--- src/rtl/pipeline_defs.sv ---
// Shared pipeline definitions: fetch vectors, NOP encoding and PC source codes
// used by the fetch stage and by the hazard/flush units.
package pipeline_defs;

  localparam logic [31:0] RESET_PC = 32'h8000_0000;
  localparam logic [31:0] IRQ_VEC  = 32'h8000_0004;
  localparam logic [31:0] EXC_VEC  = 32'h8000_0008;
  localparam logic [31:0] NOP      = 32'h0000_0000;

  typedef enum logic [2:0] {
    PCSRC_SEQ    = 3'b000,
    PCSRC_BRANCH = 3'b001,
    PCSRC_JR     = 3'b010,
    PCSRC_JUMP   = 3'b011,
    PCSRC_EXC    = 3'b101
  } pcsrc_e;

  // The kernel bit is excluded from the carry chain so user code never wraps into kernel space.
  function automatic logic [31:0] pc_plus4(input logic [31:0] pc);
    return {pc[31], pc[30:0] + 31'd4};
  endfunction

endpackage

--- src/rtl/next_pc_mux.sv ---
// Combinational next-PC selection for the fetch stage, including the
// branch/exception/interrupt decisions that also steer the IF/ID register.
module next_pc_mux
  import pipeline_defs::*;
(
  input  logic [31:0] i_pc,
  input  logic        i_pc_write,
  input  logic [2:0]  i_id_pcsrc,
  input  logic [31:0] i_id_jr_target,
  input  logic [25:0] i_jump_field,
  input  logic [3:0]  i_jump_region,
  input  logic [2:0]  i_ex_pcsrc,
  input  logic        i_ex_taken,
  input  logic [31:0] i_ex_branch_target,
  input  logic        i_irq_pending,
  output logic [31:0] o_next_pc,
  output logic        o_branch_taken,
  output logic        o_irq_take,
  output logic        o_exc_take
);

  logic w_id_redirect;

  assign o_branch_taken = (i_ex_pcsrc == PCSRC_BRANCH) && i_ex_taken;
  assign w_id_redirect  = (i_id_pcsrc == PCSRC_JR) || (i_id_pcsrc == PCSRC_JUMP) ||
                          (i_id_pcsrc == PCSRC_EXC);
  // Interrupts only land in a slot no older control-flow change is claiming.
  assign o_irq_take     = i_irq_pending && !i_pc[31] && i_pc_write &&
                          !o_branch_taken && !w_id_redirect;
  assign o_exc_take     = i_pc_write && !o_branch_taken && (i_id_pcsrc == PCSRC_EXC);

  always_comb begin
    o_next_pc = pc_plus4(i_pc);
    if (o_branch_taken)                o_next_pc = i_ex_branch_target;
    else if (!i_pc_write)              o_next_pc = i_pc;
    else if (i_id_pcsrc == PCSRC_EXC)  o_next_pc = EXC_VEC;
    else if (i_id_pcsrc == PCSRC_JR)   o_next_pc = i_id_jr_target;
    else if (i_id_pcsrc == PCSRC_JUMP) o_next_pc = {i_jump_region, i_jump_field, 2'b00};
    else if (o_irq_take)               o_next_pc = IRQ_VEC;
  end

endmodule

--- src/rtl/fetch_stage_ctrl.sv ---
// Fetch stage of the five-stage MIPS pipeline: PC, IF/ID register, EPC and
// interrupt latch, driven by stall/flush/redirect requests from hazard logic.
module fetch_stage_ctrl
  import pipeline_defs::*;
(
  input  logic        clk,
  input  logic        reset,
  input  logic        PC_Write,
  input  logic        IF_ID_Write,
  input  logic        IF_Flush,
  input  logic [31:0] Instruction,
  input  logic [2:0]  ID_PCSrc,
  input  logic [31:0] ID_JrTarget,
  input  logic [2:0]  EX_PCSrc,
  input  logic [31:0] EX_ALUOut,
  input  logic [31:0] EX_BranchTarget,
  input  logic        IRQ,
  output logic [31:0] PC,
  output logic [31:0] IF_ID_Instruction,
  output logic [31:0] IF_ID_PC_Plus4,
  output logic [31:0] EPC,
  output logic        IRQ_Ack
);

  logic [31:0] r_pc;
  logic [31:0] r_ifid_instr;
  logic [31:0] r_ifid_pc_plus4;
  logic [31:0] r_epc;
  logic        r_irq_ack;
  logic        r_irq_pending;

  logic [31:0] w_next_pc;
  logic        w_branch_taken;
  logic        w_irq_take;
  logic        w_exc_take;
  logic        w_ifid_squash;
  logic        w_unused_aluout;

  assign w_unused_aluout = ^EX_ALUOut[31:1];

  next_pc_mux u_next_pc_mux (
    .i_pc               (r_pc),
    .i_pc_write         (PC_Write),
    .i_id_pcsrc         (ID_PCSrc),
    .i_id_jr_target     (ID_JrTarget),
    .i_jump_field       (r_ifid_instr[25:0]),
    .i_jump_region      (r_ifid_pc_plus4[31:28]),
    .i_ex_pcsrc         (EX_PCSrc),
    .i_ex_taken         (EX_ALUOut[0]),
    .i_ex_branch_target (EX_BranchTarget),
    .i_irq_pending      (r_irq_pending),
    .o_next_pc          (w_next_pc),
    .o_branch_taken     (w_branch_taken),
    .o_irq_take         (w_irq_take),
    .o_exc_take         (w_exc_take)
  );

  // A redirect squash beats an IF/ID stall; a stalled jump's IF_Flush does not.
  assign w_ifid_squash = w_branch_taken || (ID_PCSrc == PCSRC_EXC) || w_irq_take;

  always_ff @(posedge clk or negedge reset) begin
    if (!reset) begin
      r_pc            <= RESET_PC;
      r_ifid_instr    <= NOP;
      r_ifid_pc_plus4 <= 32'h0;
      r_epc           <= 32'h0;
      r_irq_ack       <= 1'b0;
      r_irq_pending   <= 1'b0;
    end else begin
      r_pc      <= w_next_pc;
      r_irq_ack <= w_irq_take;

      if (w_exc_take)      r_epc <= r_ifid_pc_plus4 - 32'd4;
      else if (w_irq_take) r_epc <= r_pc;

      if (w_irq_take) r_irq_pending <= 1'b0;
      else if (IRQ)   r_irq_pending <= 1'b1;

      if (w_ifid_squash || (IF_ID_Write && IF_Flush)) begin
        r_ifid_instr    <= NOP;
        r_ifid_pc_plus4 <= 32'h0;
      end else if (IF_ID_Write) begin
        r_ifid_instr    <= Instruction;
        r_ifid_pc_plus4 <= pc_plus4(r_pc);
      end
    end
  end

  assign PC                = r_pc;
  assign IF_ID_Instruction = r_ifid_instr;
  assign IF_ID_PC_Plus4    = r_ifid_pc_plus4;
  assign EPC               = r_epc;
  assign IRQ_Ack           = r_irq_ack;

endmodule

--- config.mk ---
export PLATFORM = sky130hd
export DESIGN_NAME = fetch_stage_ctrl
export DESIGN_NICKNAME = d
export VERILOG_FILES = /design/src/rtl/pipeline_defs.sv /design/src/rtl/next_pc_mux.sv /design/src/rtl/fetch_stage_ctrl.sv
export SDC_FILE = /design/constraint.sdc
export NUM_CORES = 1
export LEC_CHECK = 0
export BUFFER_PORTS_ARGS = -buffer_cell sky130_fd_sc_hd__buf_2
export CAP_MARGIN = 5
export CELL_PAD_IN_SITES_DETAIL_PLACEMENT = 1
export CELL_PAD_IN_SITES_GLOBAL_PLACEMENT = 2
export CORE_MARGIN = 3
export CORE_UTILIZATION = 30
export CTS_BUF_LIST = sky130_fd_sc_hd__clkbuf_4 sky130_fd_sc_hd__clkbuf_8
export DETAILED_ROUTE_END_ITERATION = 10
export PLACE_DENSITY = 0.86
export SETUP_SLACK_MARGIN = 0.05
export SYNTH_ARGS = -nofsm -noshare
export SYNTH_HDL_FRONTEND = slang
export SYNTH_SLANG_ARGS = --single-unit
--- constraint.sdc ---
create_clock -name clk -period 2.2 [get_ports clk]
set_clock_uncertainty 0.1 [all_clocks]
set_input_delay 0.22 -clock clk [delete_from_list [all_inputs] [get_ports clk]]
set_output_delay 0.22 -clock clk [all_outputs]
set_load 0.1 [all_outputs]
==> flow_metrics.env <==
export IMPL_min_period_over_period_pct=94.26
export IMPL_final_cells=1345
export IMPL_post_route_min_period_ns=2.074
export IMPL_io_buffers=237
export IMPL_syn_num_nets=859
export IMPL_max_freq_ghz=0.4822
export IMPL_timing_max_cap_violations=0
export IMPL_finalWorstSetupSlack_ns=0.1262
export IMPL_io_pins=269
export IMPL_ir_worst_vdd_uv=585.0
export IMPL_hold_violations=0
export IMPL_die_w_um=157.9
export IMPL_maxSlewHeadroom_pct=40.30
export IMPL_cts_tree="done"
export IMPL_critPathMaxFanout=5
export IMPL_async_flop_share_pct=100.0
export IMPL_first_iter_violations=404
export IMPL_nFillCells=2561
export IMPL_ys_flop_type="dfrtp_1"
export IMPL_wirelength_um=29020
export IMPL_setup_viol=0
export IMPL_grt_pass1_vias=7606
export IMPL_cts_root_buf="clkbuf_8"
export IMPL_cp_start_kind="register"
export IMPL_globalRouteTotalUtil_pct=23.27
export IMPL_grt_max_degree=52
export IMPL_antenna_found_initial=1
export IMPL_worstSkewPairLatency_ns=0.45
export IMPL_clock_path_buffers=2
export IMPL_regArea_um2=3338
export IMPL_numCtsBuffers=17
export IMPL_yosys_area_top_type="dfrtp_1"
export IMPL_dpl_hpwl_um=21560
export IMPL_cts_clk_slew_worst_paths_ns=0.08
export IMPL_synth_cell_type_count=61
export IMPL_p_leak_nw=4.672
export IMPL_pre_cts_ws_ns=0.01739
export IMPL_synth_seq_cells=130
export IMPL_synth_edf_count=0
export IMPL_firstDrtPassIters=5
export IMPL_syn_area_um2=6922
export IMPL_viasPerCell=5.328
export IMPL_synth_warning_count=0
export IMPL_numClockSinks=130
export IMPL_arrival_ns=2.31
export IMPL_vias=7166
export IMPL_num_rows=54
export IMPL_crit_type="reg -> reg"
export IMPL_powerDensity_nw_per_um2=1314
export IMPL_yosysSeqAreaShare_pct=47.02
export IMPL_syn_instance_count=717
export IMPL_drive_above_1_share_pct=36.28
export IMPL_place_inst=1230
export IMPL_avgSynthCellArea_um2=9.654
export IMPL_nets=1193
export IMPL_htreeDepth=4
export IMPL_multi_input_area_um2=3392
export IMPL_final_max_slew_viol_count=0
export IMPL_outcome="finished, final reports clean"
export IMPL_ys_top_cells_by_area="dfrtp_1 47%, xnor2_1 4.9%, a22o_1 4.7%"
export IMPL_grt_overflow_total=0
export IMPL_drc_errors=0
export IMPL_initial_core_util_pct=31.14
export IMPL_die_h_um=157.9
export IMPL_gp_congestion=0.8278
export IMPL_wl_per_cell_um=21.57
export IMPL_required_ns=2.44
export IMPL_synth_top_area_share_pct=46.64
export IMPL_tns_ns=0
export IMPL_ant_nets=0
export IMPL_area_growth_pct=45.25
export IMPL_die_area_um2=24930
export IMPL_rsz0062_at_grt="false"
export IMPL_grt_pass1_wl_um=44280
export IMPL_hold_class="in -> reg"
export IMPL_max_slew_worst_pin_slew_ns=0.8922
export IMPL_core_um2=22230
export IMPL_cp_end_kind="register"
## final cells by class
cell class,instances,area share (%)
multi-input combinational,510,33.74
sequential,130,33.20
timing repair buffer,363,24.01
tap,280,3.485
clock buffer,22,3.012
clock inverter,10,1.444
inverter,29,1.083
antenna,1,0.02489
## power breakdown
part           leakage (nW)  internal [W]  total (W)  switching [W]
combinational          2.83       0.00159    0.00733        0.00574
sequential             1.62       0.00298    0.00356       0.000583
clock                 0.223       0.00128    0.00231        0.00103
total                  4.67       0.00586     0.0132        0.00735
## routing by layer
| metal | share of wire [%] | vias to the layer above | GRT usage (%) |
|---|---|---|---|
| met5 | 0 | - | 0 |
| met4 | 3.4 | 0 | 9.917 |
| met3 | 6.1 | 59 | 4.620 |
| met2 | 46 | 254 | 36.72 |
| met1 | 44 | 3531 | 31.21 |
| li1 | - | 3322 | - |
## layout by cell type (no fill, tap or decap), drive strengths merged, types with 32 or more instances in the layout
master       count
buf            283
dfrtp          129
dlygate4sd3     80
o21ai           78
nand2           53
nor2            46
xnor2           39
a22o            37
a21oi           37
inv             32
## kinds of logic after synthesis
group	after synthesis	share of synthesized area (%)
AO/OA/AOI/OAI	232	21.93
XOR/XNOR	54	6.833
adder cells (fa/ha/maj)	2	0.3615
buffers and inverters	77	4.664
multiplexers	28	4.067
flip-flops	130	47.02
AND/OR/NAND/NOR	194	15.13
## stage by stage
step,utilization [%],hold slack (ns),instance area (µm²),total power (W)
2_1_floorplan,-,-0.1756,7007,0.009063
3_3_place_gp,39.36,0.1065,8750,0.01068
3_5_place_dp,39.36,0.1123,8750,0.01076
4_1_cts,45.02,0.008614,10010,0.01322
5_1_grt,45.23,0.04112,10050,0.01378
6_report,45.23,0.03762,10050,0.01321
## worst paths after layout
path / start / slack, ns / to / depth (start not counted)
setup / recovery: IF_ID_PC_Plus4[2]$_DFFE_PN0P_ / 0.13 / EPC[24]$_DFFE_PN0P_ / 8
hold / removal: ID_JrTarget[25] / 0.04 / PC[25]$_DFFE_PN0P_ / 3
setup reg to reg: IF_ID_PC_Plus4[2]$_DFFE_PN0P_ / 0.13 / EPC[24]$_DFFE_PN0P_ / 8
hold reg to reg: EPC[10]$_DFFE_PN0P_ / 0.39 / EPC[10]$_DFFE_PN0P_ / 2
max in group asynchronous: reset / 1.09 / IF_ID_Instruction[6]$_DFFE_PN0P_ / 3
min in group asynchronous: reset / 0.21 / IF_ID_Instruction[30]$_DFFE_PN0P_ / 2
## registers in the layout, indices dropped and copies added, names as in the netlist
register	count
PC	32
IF_ID_PC_Plus4	32
IRQ_Ack	1
EPC	32
IF_ID_Instruction	32
r_irq_pending	1
## cells in the mapped netlist (14+ instances only)
master and number:
dfrtp_1 129, nand2_1 53, o21ai_1 50, nor2_1 45, xnor2_1 39, a21oi_1 37
a22o_1 37, clkbuf_1 29, o21ai_0 28, inv_1 27, mux2i_1 27, o221ai_1 25
nand3_1 20, o22ai_1 19, o31ai_1 15, xor2_1 15, nand4_1 14, nor3_1 14
## worst max-delay path, cell delays in order, from the launching register on
cell	delay, ns
dfrtp_4	0.51
inv_2	0.08
ha_4	0.14
nor4b_4	0.30
nand4_1	0.25
buf_4	0.23
nor3_2	0.13
xnor2_1	0.13
a21oi_1	0.08
## what timing repair did
item / CTS / global route
setup buffers: 0 / 2
gates resized for setup: 1 / 8
hold endpoints to repair: 112 / 0
endpoints found under the setup margin: 4 / 41
hold buffers: 80 / 0
pin swaps: 0 / 3
Power figures use the tool's default switching activity.
